==> config.mk <==
export PLATFORM = sky130hd
export DESIGN_NAME = pipeline_stall_ctrl_flat
export DESIGN_NICKNAME = d
export VERILOG_FILES = /design/src/rtl/pipeline_stall_ctrl_if.sv /design/src/rtl/pipeline_stall_ctrl.sv /design/src/flat_wrapper.sv
export SDC_FILE = /design/constraint.sdc
export NUM_CORES = 1
export LEC_CHECK = 0
export ABC_CLOCK_PERIOD_IN_PS = 5000
export CORE_MARGIN = 4
export CORE_UTILIZATION = 40
export CTS_CLUSTER_SIZE = 12
export DETAILED_ROUTE_END_ITERATION = 8
export GPL_ROUTABILITY_DRIVEN = 0
export HOLD_SLACK_MARGIN = 0.12
export PLACE_DENSITY_LB_ADDON = 0.12
export SYNTH_ARGS = -nofsm -noshare
export SYNTH_HDL_FRONTEND = slang
export SYNTH_SLANG_ARGS = --single-unit
==> constraint.sdc <==
create_clock -name i_clk -period 5 [get_ports i_clk]
set_clock_uncertainty 0.15 [all_clocks]
set_input_delay 0.5 -clock i_clk [delete_from_list [all_inputs] [get_ports i_clk]]
set_output_delay 0.5 -clock i_clk [all_outputs]
set_load 0.01 [all_outputs]
==> src/rtl/pipeline_stall_ctrl_if.sv <==
// Pipeline sequencing bundle: decoder/cache status in, per-stage stall/flush out.
// The master side drives hazard and cache status; the slave side is the controller.
interface pipeline_stall_ctrl_if #(
   parameter int unsigned CNT_W = 32
);
   logic             i_load_instr_e;
   logic [4:0]       i_rd_addr_e;
   logic [4:0]       i_rs1_addr_d;
   logic [4:0]       i_rs2_addr_d;
   logic             i_pc_src_e;
   logic             i_instr_miss;
   logic             i_instr_ready;
   logic             i_data_miss;
   logic             i_data_ready;
   logic             o_stall_f;
   logic             o_stall_d;
   logic             o_stall_e;
   logic             o_stall_m;
   logic             o_flush_d;
   logic             o_flush_e;
   logic             o_flush_w;
   logic [1:0]       o_state;
   logic             o_fault;
   logic [CNT_W-1:0] o_stall_cycles;

   modport master (
      output i_load_instr_e, i_rd_addr_e, i_rs1_addr_d, i_rs2_addr_d, i_pc_src_e,
             i_instr_miss, i_instr_ready, i_data_miss, i_data_ready,
      input  o_stall_f, o_stall_d, o_stall_e, o_stall_m, o_flush_d, o_flush_e,
             o_flush_w, o_state, o_fault, o_stall_cycles
   );

   modport slave (
      input  i_load_instr_e, i_rd_addr_e, i_rs1_addr_d, i_rs2_addr_d, i_pc_src_e,
             i_instr_miss, i_instr_ready, i_data_miss, i_data_ready,
      output o_stall_f, o_stall_d, o_stall_e, o_stall_m, o_flush_d, o_flush_e,
             o_flush_w, o_state, o_fault, o_stall_cycles
   );
endinterface

==> src/rtl/pipeline_stall_ctrl.sv <==
// Five-stage pipeline stall/flush sequencer: load-use, redirect and cache-miss
// handling with a miss timeout (sticky fault) and a saturating stall-cycle counter.
module pipeline_stall_ctrl #(
   parameter int unsigned TIMEOUT_CYC = 1024,
   parameter int unsigned CNT_W       = 32
) (
   input  logic                  i_clk,
   input  logic                  i_arst_n,
   pipeline_stall_ctrl_if.slave  bus
);

   typedef enum logic [1:0] {
      RUN   = 2'b00,
      IMISS = 2'b01,
      DMISS = 2'b10,
      FAULT = 2'b11
   } state_t;

   localparam int unsigned TW       = (TIMEOUT_CYC > 1) ? $clog2(TIMEOUT_CYC) : 1;
   localparam logic [TW-1:0] TMO_LAST = TW'(TIMEOUT_CYC - 1);

   state_t           r_state;
   logic             r_fault;
   logic             r_pend;
   logic             r_kill;
   logic [TW-1:0]    r_tmo;
   logic [CNT_W-1:0] r_stall_cycles;

   logic w_lu;
   logic w_any_rdy;
   logic w_tmo_hit;
   logic w_stall_f, w_stall_d, w_stall_e, w_stall_m;
   logic w_flush_d, w_flush_e, w_flush_w;

   assign w_lu = bus.i_load_instr_e && (bus.i_rd_addr_e != 5'd0) &&
                 ((bus.i_rd_addr_e == bus.i_rs1_addr_d) || (bus.i_rd_addr_e == bus.i_rs2_addr_d));
   assign w_any_rdy = bus.i_instr_ready | bus.i_data_ready;
   assign w_tmo_hit = (r_tmo == TMO_LAST) && !w_any_rdy;

   always_comb begin
      w_stall_f = 1'b0;
      w_stall_d = 1'b0;
      w_stall_e = 1'b0;
      w_stall_m = 1'b0;
      w_flush_d = 1'b0;
      w_flush_e = 1'b0;
      w_flush_w = 1'b0;
      case (r_state)
         RUN: begin
            if (bus.i_data_miss) begin
               w_stall_f = 1'b1;
               w_stall_d = 1'b1;
               w_stall_e = 1'b1;
               w_stall_m = 1'b1;
               w_flush_w = 1'b1;
            end else begin
               w_stall_f = w_lu | bus.i_instr_miss;
               w_flush_d = bus.i_pc_src_e | bus.i_instr_miss;
               // a clear on D dominates the load-use hold of D
               w_stall_d = w_lu & ~bus.i_pc_src_e & ~bus.i_instr_miss;
               w_flush_e = w_lu | bus.i_pc_src_e;
            end
         end
         IMISS: begin
            // a concurrent D-miss freezes the back end, so a redirect in E is not yet final
            w_stall_f = ~bus.i_instr_ready | bus.i_data_miss;
            w_flush_d = ~bus.i_instr_ready | bus.i_data_miss | r_kill | bus.i_pc_src_e;
            w_flush_e = bus.i_pc_src_e & ~bus.i_data_miss;
            w_stall_d = bus.i_data_miss;
            w_stall_e = bus.i_data_miss;
            w_stall_m = bus.i_data_miss;
            w_flush_w = bus.i_data_miss;
         end
         DMISS: begin
            w_stall_f = ~bus.i_data_ready;
            w_stall_d = ~bus.i_data_ready;
            w_stall_e = ~bus.i_data_ready;
            w_stall_m = ~bus.i_data_ready;
            w_flush_w = ~bus.i_data_ready;
         end
         FAULT: begin
            w_stall_f = 1'b1;
            w_stall_d = 1'b1;
            w_stall_e = 1'b1;
            w_stall_m = 1'b1;
            w_flush_w = 1'b1;
         end
      endcase
   end

   always_ff @(posedge i_clk or negedge i_arst_n) begin
      if (!i_arst_n) begin
         r_state        <= RUN;
         r_fault        <= 1'b0;
         r_pend         <= 1'b0;
         r_kill         <= 1'b0;
         r_tmo          <= '0;
         r_stall_cycles <= '0;
      end else begin
         if (w_stall_f && (r_stall_cycles != '1))
            r_stall_cycles <= r_stall_cycles + 1'b1;
         case (r_state)
            RUN: begin
               if (bus.i_data_miss) begin
                  r_state <= DMISS;
                  r_pend  <= bus.i_instr_miss;
                  r_tmo   <= '0;
               end else if (bus.i_instr_miss) begin
                  r_state <= IMISS;
                  r_tmo   <= '0;
               end
            end
            IMISS: begin
               if (bus.i_instr_ready) begin
                  r_state <= RUN;
                  r_kill  <= 1'b0;
                  r_tmo   <= '0;
               end else if (w_tmo_hit) begin
                  r_state <= FAULT;
                  r_fault <= 1'b1;
               end else if (bus.i_data_miss) begin
                  r_state <= DMISS;
                  r_pend  <= 1'b1;
                  r_tmo   <= '0;
               end else begin
                  r_tmo <= w_any_rdy ? '0 : r_tmo + 1'b1;
                  if (bus.i_pc_src_e)
                     r_kill <= 1'b1;
               end
            end
            DMISS: begin
               if (bus.i_data_ready) begin
                  r_pend <= 1'b0;
                  r_tmo  <= '0;
                  if (r_pend && bus.i_instr_miss) begin
                     r_state <= IMISS;
                  end else begin
                     r_state <= RUN;
                     r_kill  <= 1'b0;
                  end
               end else if (w_tmo_hit) begin
                  r_state <= FAULT;
                  r_fault <= 1'b1;
               end else begin
                  r_tmo <= w_any_rdy ? '0 : r_tmo + 1'b1;
                  if (bus.i_instr_ready)
                     r_pend <= 1'b0;
               end
            end
            FAULT: r_fault <= 1'b1;
         endcase
      end
   end

   // stall/flush lines are forced low for the whole time reset is held
   assign bus.o_stall_f      = w_stall_f & i_arst_n;
   assign bus.o_stall_d      = w_stall_d & i_arst_n;
   assign bus.o_stall_e      = w_stall_e & i_arst_n;
   assign bus.o_stall_m      = w_stall_m & i_arst_n;
   assign bus.o_flush_d      = w_flush_d & i_arst_n;
   assign bus.o_flush_e      = w_flush_e & i_arst_n;
   assign bus.o_flush_w      = w_flush_w & i_arst_n;
   assign bus.o_state        = r_state;
   assign bus.o_fault        = r_fault;
   assign bus.o_stall_cycles = r_stall_cycles;

endmodule

==> src/flat_wrapper.sv <==
// flat-port wrapper written by rule: the top's interface ports become plain ports
module pipeline_stall_ctrl_flat 
#(
   parameter int unsigned TIMEOUT_CYC = 1024,
   parameter int unsigned CNT_W       = 32
)
  (i_clk, i_arst_n, bus_i_load_instr_e, bus_i_rd_addr_e, bus_i_rs1_addr_d, bus_i_rs2_addr_d, bus_i_pc_src_e, bus_i_instr_miss, bus_i_instr_ready, bus_i_data_miss, bus_i_data_ready, bus_o_stall_f, bus_o_stall_d, bus_o_stall_e, bus_o_stall_m, bus_o_flush_d, bus_o_flush_e, bus_o_flush_w, bus_o_state, bus_o_fault, bus_o_stall_cycles);
  pipeline_stall_ctrl_if #(.CNT_W(CNT_W)) bus_i ();
  input  logic i_clk;
  input  logic i_arst_n;
  input wire logic [$bits(bus_i.i_load_instr_e)-1:0] bus_i_load_instr_e;
  input wire logic [$bits(bus_i.i_rd_addr_e)-1:0] bus_i_rd_addr_e;
  input wire logic [$bits(bus_i.i_rs1_addr_d)-1:0] bus_i_rs1_addr_d;
  input wire logic [$bits(bus_i.i_rs2_addr_d)-1:0] bus_i_rs2_addr_d;
  input wire logic [$bits(bus_i.i_pc_src_e)-1:0] bus_i_pc_src_e;
  input wire logic [$bits(bus_i.i_instr_miss)-1:0] bus_i_instr_miss;
  input wire logic [$bits(bus_i.i_instr_ready)-1:0] bus_i_instr_ready;
  input wire logic [$bits(bus_i.i_data_miss)-1:0] bus_i_data_miss;
  input wire logic [$bits(bus_i.i_data_ready)-1:0] bus_i_data_ready;
  output wire logic [$bits(bus_i.o_stall_f)-1:0] bus_o_stall_f;
  output wire logic [$bits(bus_i.o_stall_d)-1:0] bus_o_stall_d;
  output wire logic [$bits(bus_i.o_stall_e)-1:0] bus_o_stall_e;
  output wire logic [$bits(bus_i.o_stall_m)-1:0] bus_o_stall_m;
  output wire logic [$bits(bus_i.o_flush_d)-1:0] bus_o_flush_d;
  output wire logic [$bits(bus_i.o_flush_e)-1:0] bus_o_flush_e;
  output wire logic [$bits(bus_i.o_flush_w)-1:0] bus_o_flush_w;
  output wire logic [$bits(bus_i.o_state)-1:0] bus_o_state;
  output wire logic [$bits(bus_i.o_fault)-1:0] bus_o_fault;
  output wire logic [$bits(bus_i.o_stall_cycles)-1:0] bus_o_stall_cycles;
  assign bus_i.i_load_instr_e = bus_i_load_instr_e;
  assign bus_i.i_rd_addr_e = bus_i_rd_addr_e;
  assign bus_i.i_rs1_addr_d = bus_i_rs1_addr_d;
  assign bus_i.i_rs2_addr_d = bus_i_rs2_addr_d;
  assign bus_i.i_pc_src_e = bus_i_pc_src_e;
  assign bus_i.i_instr_miss = bus_i_instr_miss;
  assign bus_i.i_instr_ready = bus_i_instr_ready;
  assign bus_i.i_data_miss = bus_i_data_miss;
  assign bus_i.i_data_ready = bus_i_data_ready;
  assign bus_o_stall_f = bus_i.o_stall_f;
  assign bus_o_stall_d = bus_i.o_stall_d;
  assign bus_o_stall_e = bus_i.o_stall_e;
  assign bus_o_stall_m = bus_i.o_stall_m;
  assign bus_o_flush_d = bus_i.o_flush_d;
  assign bus_o_flush_e = bus_i.o_flush_e;
  assign bus_o_flush_w = bus_i.o_flush_w;
  assign bus_o_state = bus_i.o_state;
  assign bus_o_fault = bus_i.o_fault;
  assign bus_o_stall_cycles = bus_i.o_stall_cycles;
  pipeline_stall_ctrl #(.TIMEOUT_CYC(TIMEOUT_CYC), .CNT_W(CNT_W)) u_core (.i_clk(i_clk), .i_arst_n(i_arst_n), .bus(bus_i));
endmodule
## After elaboration in Yosys (flattened, before gate mapping)

Cells that the tools add are included.

- Flip-flop bits (word level): 47
- Bits of input ports: 23
- Logic and storage cells: 114

- $add $sub $neg: 2
- Equality and inequality tests: 22
- Mux-type cells: 47
- Bitwise gates (word level): 20
- Reduce and logical (&&, ||, !) cells: 17

Operators by type and width:

| kind | count |
|---|---|
| $mux 10 | 8 |
| $add 32x1->32 const B | 1 |
| $ne 32x32->1 const B | 1 |
| $pmux 10 s3 | 1 |
| $mux 1 | 22 |
| $ne 3x3->1 const B | 6 |
| $mux 2 | 7 |
| $ne 2x2->1 const B | 7 |
| $pmux 1 s4 | 3 |
| $add 10x1->10 const B | 1 |
| $eq 10x10->1 const B | 1 |
| $eq 5x5->1 | 2 |
| $and 1x1->1 | 8 |
| $reduce_and 4->1 | 2 |
| $or 1x1->1 | 7 |
| $reduce_and 7->1 | 1 |
| $pmux 1 s2 | 3 |
| $pmux 1 s3 | 2 |
| $pmux 2 s3 | 1 |
| $reduce_and 6->1 | 1 |
| $reduce_bool 3->1 | 2 |
| $logic_and 1x1->1 | 5 |
| $not 1->1 | 5 |
| $reduce_bool 5->1 | 1 |
| 9 further kinds | 10 |

## Depth between registers and ports, before layout

- Depth after elaboration: 8
- Gate-level depth with buffers: 9
- Depth with buffers taken out: 8

## Least setup slack after synthesis

No wires, ideal clock.

- Kind: input to output
- Start: input bus_i_rd_addr_e[0]
- End: output bus_o_stall_f
- Data arrival time: 1.646 ns
- Setup slack: 2.704 ns
- Stages: 4
- Cell sequence: or4_4 o21ai_4 and2b_1 o211a_1

- Word-level cells in the longest chain between the ends: 7

RTL lines:

| item | RTL line | RTL |
|---|---|---|
| start, declared | flat_wrapper.sv:12 | `input wire logic [$bits(bus_i.i_rd_addr_e)-1:0] bus_i_rd_addr_e;` |
| $eq 5x5->1 or $reduce_bool 5->1 (tied branches) | pipeline_stall_ctrl.sv:36, pipeline_stall_ctrl.sv:35 |  |
| $logic_or 1x1->1 or $logic_and 1x1->1 (tied branches) | pipeline_stall_ctrl.sv:36, pipeline_stall_ctrl.sv:35 |  |
| $logic_and 1x1->1 * | pipeline_stall_ctrl.sv:35 | `assign w_lu = bus.i_load_instr_e && (bus.i_rd_addr_e != 5'd0) &&` |
| $or 1x1->1 * | pipeline_stall_ctrl.sv:57 | `w_stall_f = w_lu \| bus.i_instr_miss;` |
| $mux 1 * | pipeline_stall_ctrl.sv:50 | `if (bus.i_data_miss) begin` |
| $pmux 1 s4 * | pipeline_stall_ctrl.sv:48 | `case (r_state)` |
| $and 1x1->1 * | pipeline_stall_ctrl.sv:156 | `assign bus.o_stall_f = w_stall_f & i_arst_n;` |
| end, declared | flat_wrapper.sv:20 | `output wire logic [$bits(bus_i.o_stall_f)-1:0] bus_o_stall_f;` |

Mark *: on every way between the ends. The rest lies on a longest branch, timed or not.

## Worst setup path in the final report

- Start: input bus_i_rd_addr_e[0]
- End: output bus_o_flush_e

- Word-level cells in the longest chain between the ends: 7

RTL lines:

| item | RTL line | RTL |
|---|---|---|
| $eq 5x5->1 or $reduce_bool 5->1 (tied branches) | pipeline_stall_ctrl.sv:36, pipeline_stall_ctrl.sv:35 |  |
| $logic_or 1x1->1 or $logic_and 1x1->1 (tied branches) | pipeline_stall_ctrl.sv:36, pipeline_stall_ctrl.sv:35 |  |
| $logic_and 1x1->1 * | pipeline_stall_ctrl.sv:35 |  |
| $or 1x1->1 * | pipeline_stall_ctrl.sv:61 | `w_flush_e = w_lu \| bus.i_pc_src_e;` |
| $mux 1 * | pipeline_stall_ctrl.sv:50 |  |
| $pmux 1 s2 * | pipeline_stall_ctrl.sv:48 |  |
| $and 1x1->1 * | pipeline_stall_ctrl.sv:161 | `assign bus.o_flush_e = w_flush_e & i_arst_n;` |
| end, declared | flat_wrapper.sv:25 | `output wire logic [$bits(bus_i.o_flush_e)-1:0] bus_o_flush_e;` |

Marks and branches as above.

==> results.tsv <==
stage	metric	value	unit
synthesis	synth_area_leader_cell	dfrtp_1	
placement	port_buffers	64	
layout	area_growth	27.88	%
power	power.internal	920.2	µW
clocking	post_cts_buffers	0	
worst_setup_path	arrival	2.64	ns
worst_setup_path	startpoint	bus_i_rd_addr_e[0]	
status	status	complete, no violations	
synthesis	synth_seq_cells	47	
timing	maxSlewViolCount	0	
die	die_y	94.57	µm
layout	drive_gt1_share	12.13	%
layout	seq_area	1176	µm²
hold_path	hp-class	reg -> reg	
clocking	post_cts_resized	0	
clocking	htree_num_levels	2	
clocking	cts.sinks	47	
die	num_rows	31	
route	via_per_inst	5.255	
synthesis	synth.top_cells.by_count	47 x dfrtp_1, 29 x nand2_1, 27 x xnor2_1	
power	pwr-share-seq	33.0	%
worst_setup_path	startpoint_type	input pin	
clocking	cts_made_buffers	5	
layout	layout.nets	399	
timing	fin_tns_setup	0	ns
power	switchingPower	573.0	µW
clocking	clockBufferDepth	2	
route	wl_per_cell	15.00	µm
timing	setup_violations	0	
die	die_w	94.57	µm
clocking	clock_latency	0.30	ns
placement	hpwl	5181	µm
route	ant_nets	0	
timing	fmax	304.0	MHz
synthesis	yosysMostFrequentCell	dfrtp_1	
timing	rsz0062_at_grt	no	
timing	hold_viol	0	
power	powerDensity	389.5	nW/µm²
layout	fillers	680	
clocking	cts_tree	yes	
timing	fin_crit_sh	65.78	%
synthesis	synth.top_cells.by_area	dfrtp_1 39%, xnor2_1 7.9%, xor2_1 4.1%	
synthesis	netlist_instances	307	
layout	multi_input_area	1714	µm²
synthesis	syn-num-nets	336	
power	leakage	0.001595	µW
route	finalWirelength	7052	µm
worst_setup_path	cp_max_fo	3	
synthesis	yosysUniqueCellTypes	61	
synthesis	async_flop_share	100.0	%
die	die_area	8943	µm²
synthesis	syn_area_per_cell	9.765	µm²
flow_run	drv_cap	0	
global_routing	overflow	0	
timing	tightest_slew	0.8591	ns
power	pwr-share-comb	45.0	%
synthesis	ys_warn_count	0	
die	start_util	41.33	%
global_routing	grtUsageTotal	16.99	%
synthesis	yosysTopAreaCellShare	39.23	%
worst_setup_path	path_class	in -> out	
power	clkPwrFrac	22.0	%
layout	diodes	0	
clocking	clk_pin_slew	0.08	ns
power	p_sw_share	38.38	%
hold_path	min-delay-start	u_core.bus.o_fault	
global_routing	grt_max_degree	42	
timing	hold_slack	0.3200	ns
route	route.detailed.drc	0	
clocking	clock-root-buffer	clkbuf_8	
die	core_area	7253	µm²
route	num_vias	2470	
synthesis	synth_ff_type	dfrtp_1	
global_routing	grt_pass1_wl	12190	µm
timing	slew_headroom	42.47	%
worst_setup_path	reg2reg_from	u_core.bus.o_state[0]	
synthesis	synth_edf_count	0	
worst_setup_path	crit_path_end_kind	output port	
power	vdd_ir_drop_max	205.4	µV
global_routing	antenna_found_initial	0	
die	pin_count	65	
route	first_iter_violations	119	
synthesis	ys_seq_area_share	39.23	%
global_routing	grt_pass1_vias	2479	
timing	fin_crit	3.289	ns
synthesis	netlist_area	2998	µm²
route	drt-pass1-iter-count	4	
worst_setup_path	worstPathRequired	4.35	ns
[stage by stage]
stage	util [%]	total power (µW)	setup slack (ns)	cell area, µm²	instances
floorplan	-	973.9	2.704	2998	307
detailed placement	50.89	1175	1.707	3691	461
CTS	52.85	1509	1.697	3834	470
global placement	50.89	1169	1.711	3691	461
finish	52.85	1493	1.711	3834	470
global route	52.85	1606	1.563	3834	470
[state kept, by name (all words and copies together) (netlist names)]
register / count
u_core.bus.o_fault: 1
u_core.r_kill: 1
u_core.bus.o_state: 2
u_core.bus.o_stall_cycles: 32
u_core.r_pend: 1
u_core.r_tmo: 10
[critical path, cell delays in order]
cell	delay (ns)
clkdlybuf4s50_1	0.47
or4_4	0.57
o21ai_4	0.16
and2b_1	0.23
o21ai_0	0.14
a21oi_1	0.08
clkdlybuf4s50_1	0.48
[layer usage]
metal / GRT usage, % / part of all wire [%]
met5: 0 / 0
met4: 4.327 / 1.1
met3: 3.187 / 2.6
met2: 28.37 / 49
met1: 22.68 / 48
[cell families (layout without fill, tap and decap cells)]
logic type | Yosys count | after routing | share of synthesized area (%)
AND/OR/NAND/NOR | 138 | 138 | 29.13
AO/OA/AOI/OAI | 52 | 52 | 12.15
multiplexers | 4 | 4 | 1.419
adder cells (fa/ha/maj) | 6 | 6 | 2.504
buffers and inverters | 19 | 83 | 3.589
flip-flops | 47 | 47 | 39.23
XOR/XNOR | 41 | 41 | 11.98
[timing repair]
item,CTS,global route
endpoints found under the setup margin,0,0
hold endpoints to repair,7,0
hold buffers,1,0
[cells in the final DEF, fill, tap and decap left out, types with 4 or more instances in the layout]
cell type	Yosys	routed
ha_1	6	6
nand4_1	19	19
xnor2_1	27	27
and3_1	6	6
nand2_1	29	29
clkdlybuf4s50_1	0	63
inv_1	9	9
nand2b_1	7	7
nand3_1	12	12
nor3_2	5	5
o21ai_0	24	24
xor2_1	14	14
nor4_2	4	4
dfrtp_1	47	47
nor2_1	24	24
a21oi_1	4	4
clkbuf_8	0	5
[power by group through the flow]
stage	Sequential (µW)	Combinational, µW	Clock [µW]
2_1_floorplan	509	465	0
3_3_place_gp	500	669	0
3_5_place_dp	499	676	0
4_1_cts	492	681	336
5_1_grt	503	748	355
6_report	492	673	328
[final cells by class]
type                    count  share of cell area, %
well taps                  99                  3.231
inverters                   9                 0.8812
flip-flops and latches     47                  30.68
clock buffers               6                  1.893
repair buffers             66                  17.04
clock inverters             2                  1.567
multi-input cells         241                  44.71
[final timing paths]
kind                                                 endpoint  slack [ns]  cells past startpoint
worst max-delay path                            bus_o_flush_e        1.71                      7
worst max register to register   u_core.bus.o_stall_cycles[1]        2.21                      7
worst min-delay path                       u_core.bus.o_fault        0.32                      1
min in group asynchronous               u_core.bus.o_state[0]        0.45                      2
max in group asynchronous       u_core.bus.o_stall_cycles[11]        3.44                      3
worst min register to register             u_core.bus.o_fault        0.32                      1
Note: power is estimated with default switching activity, not from simulation.
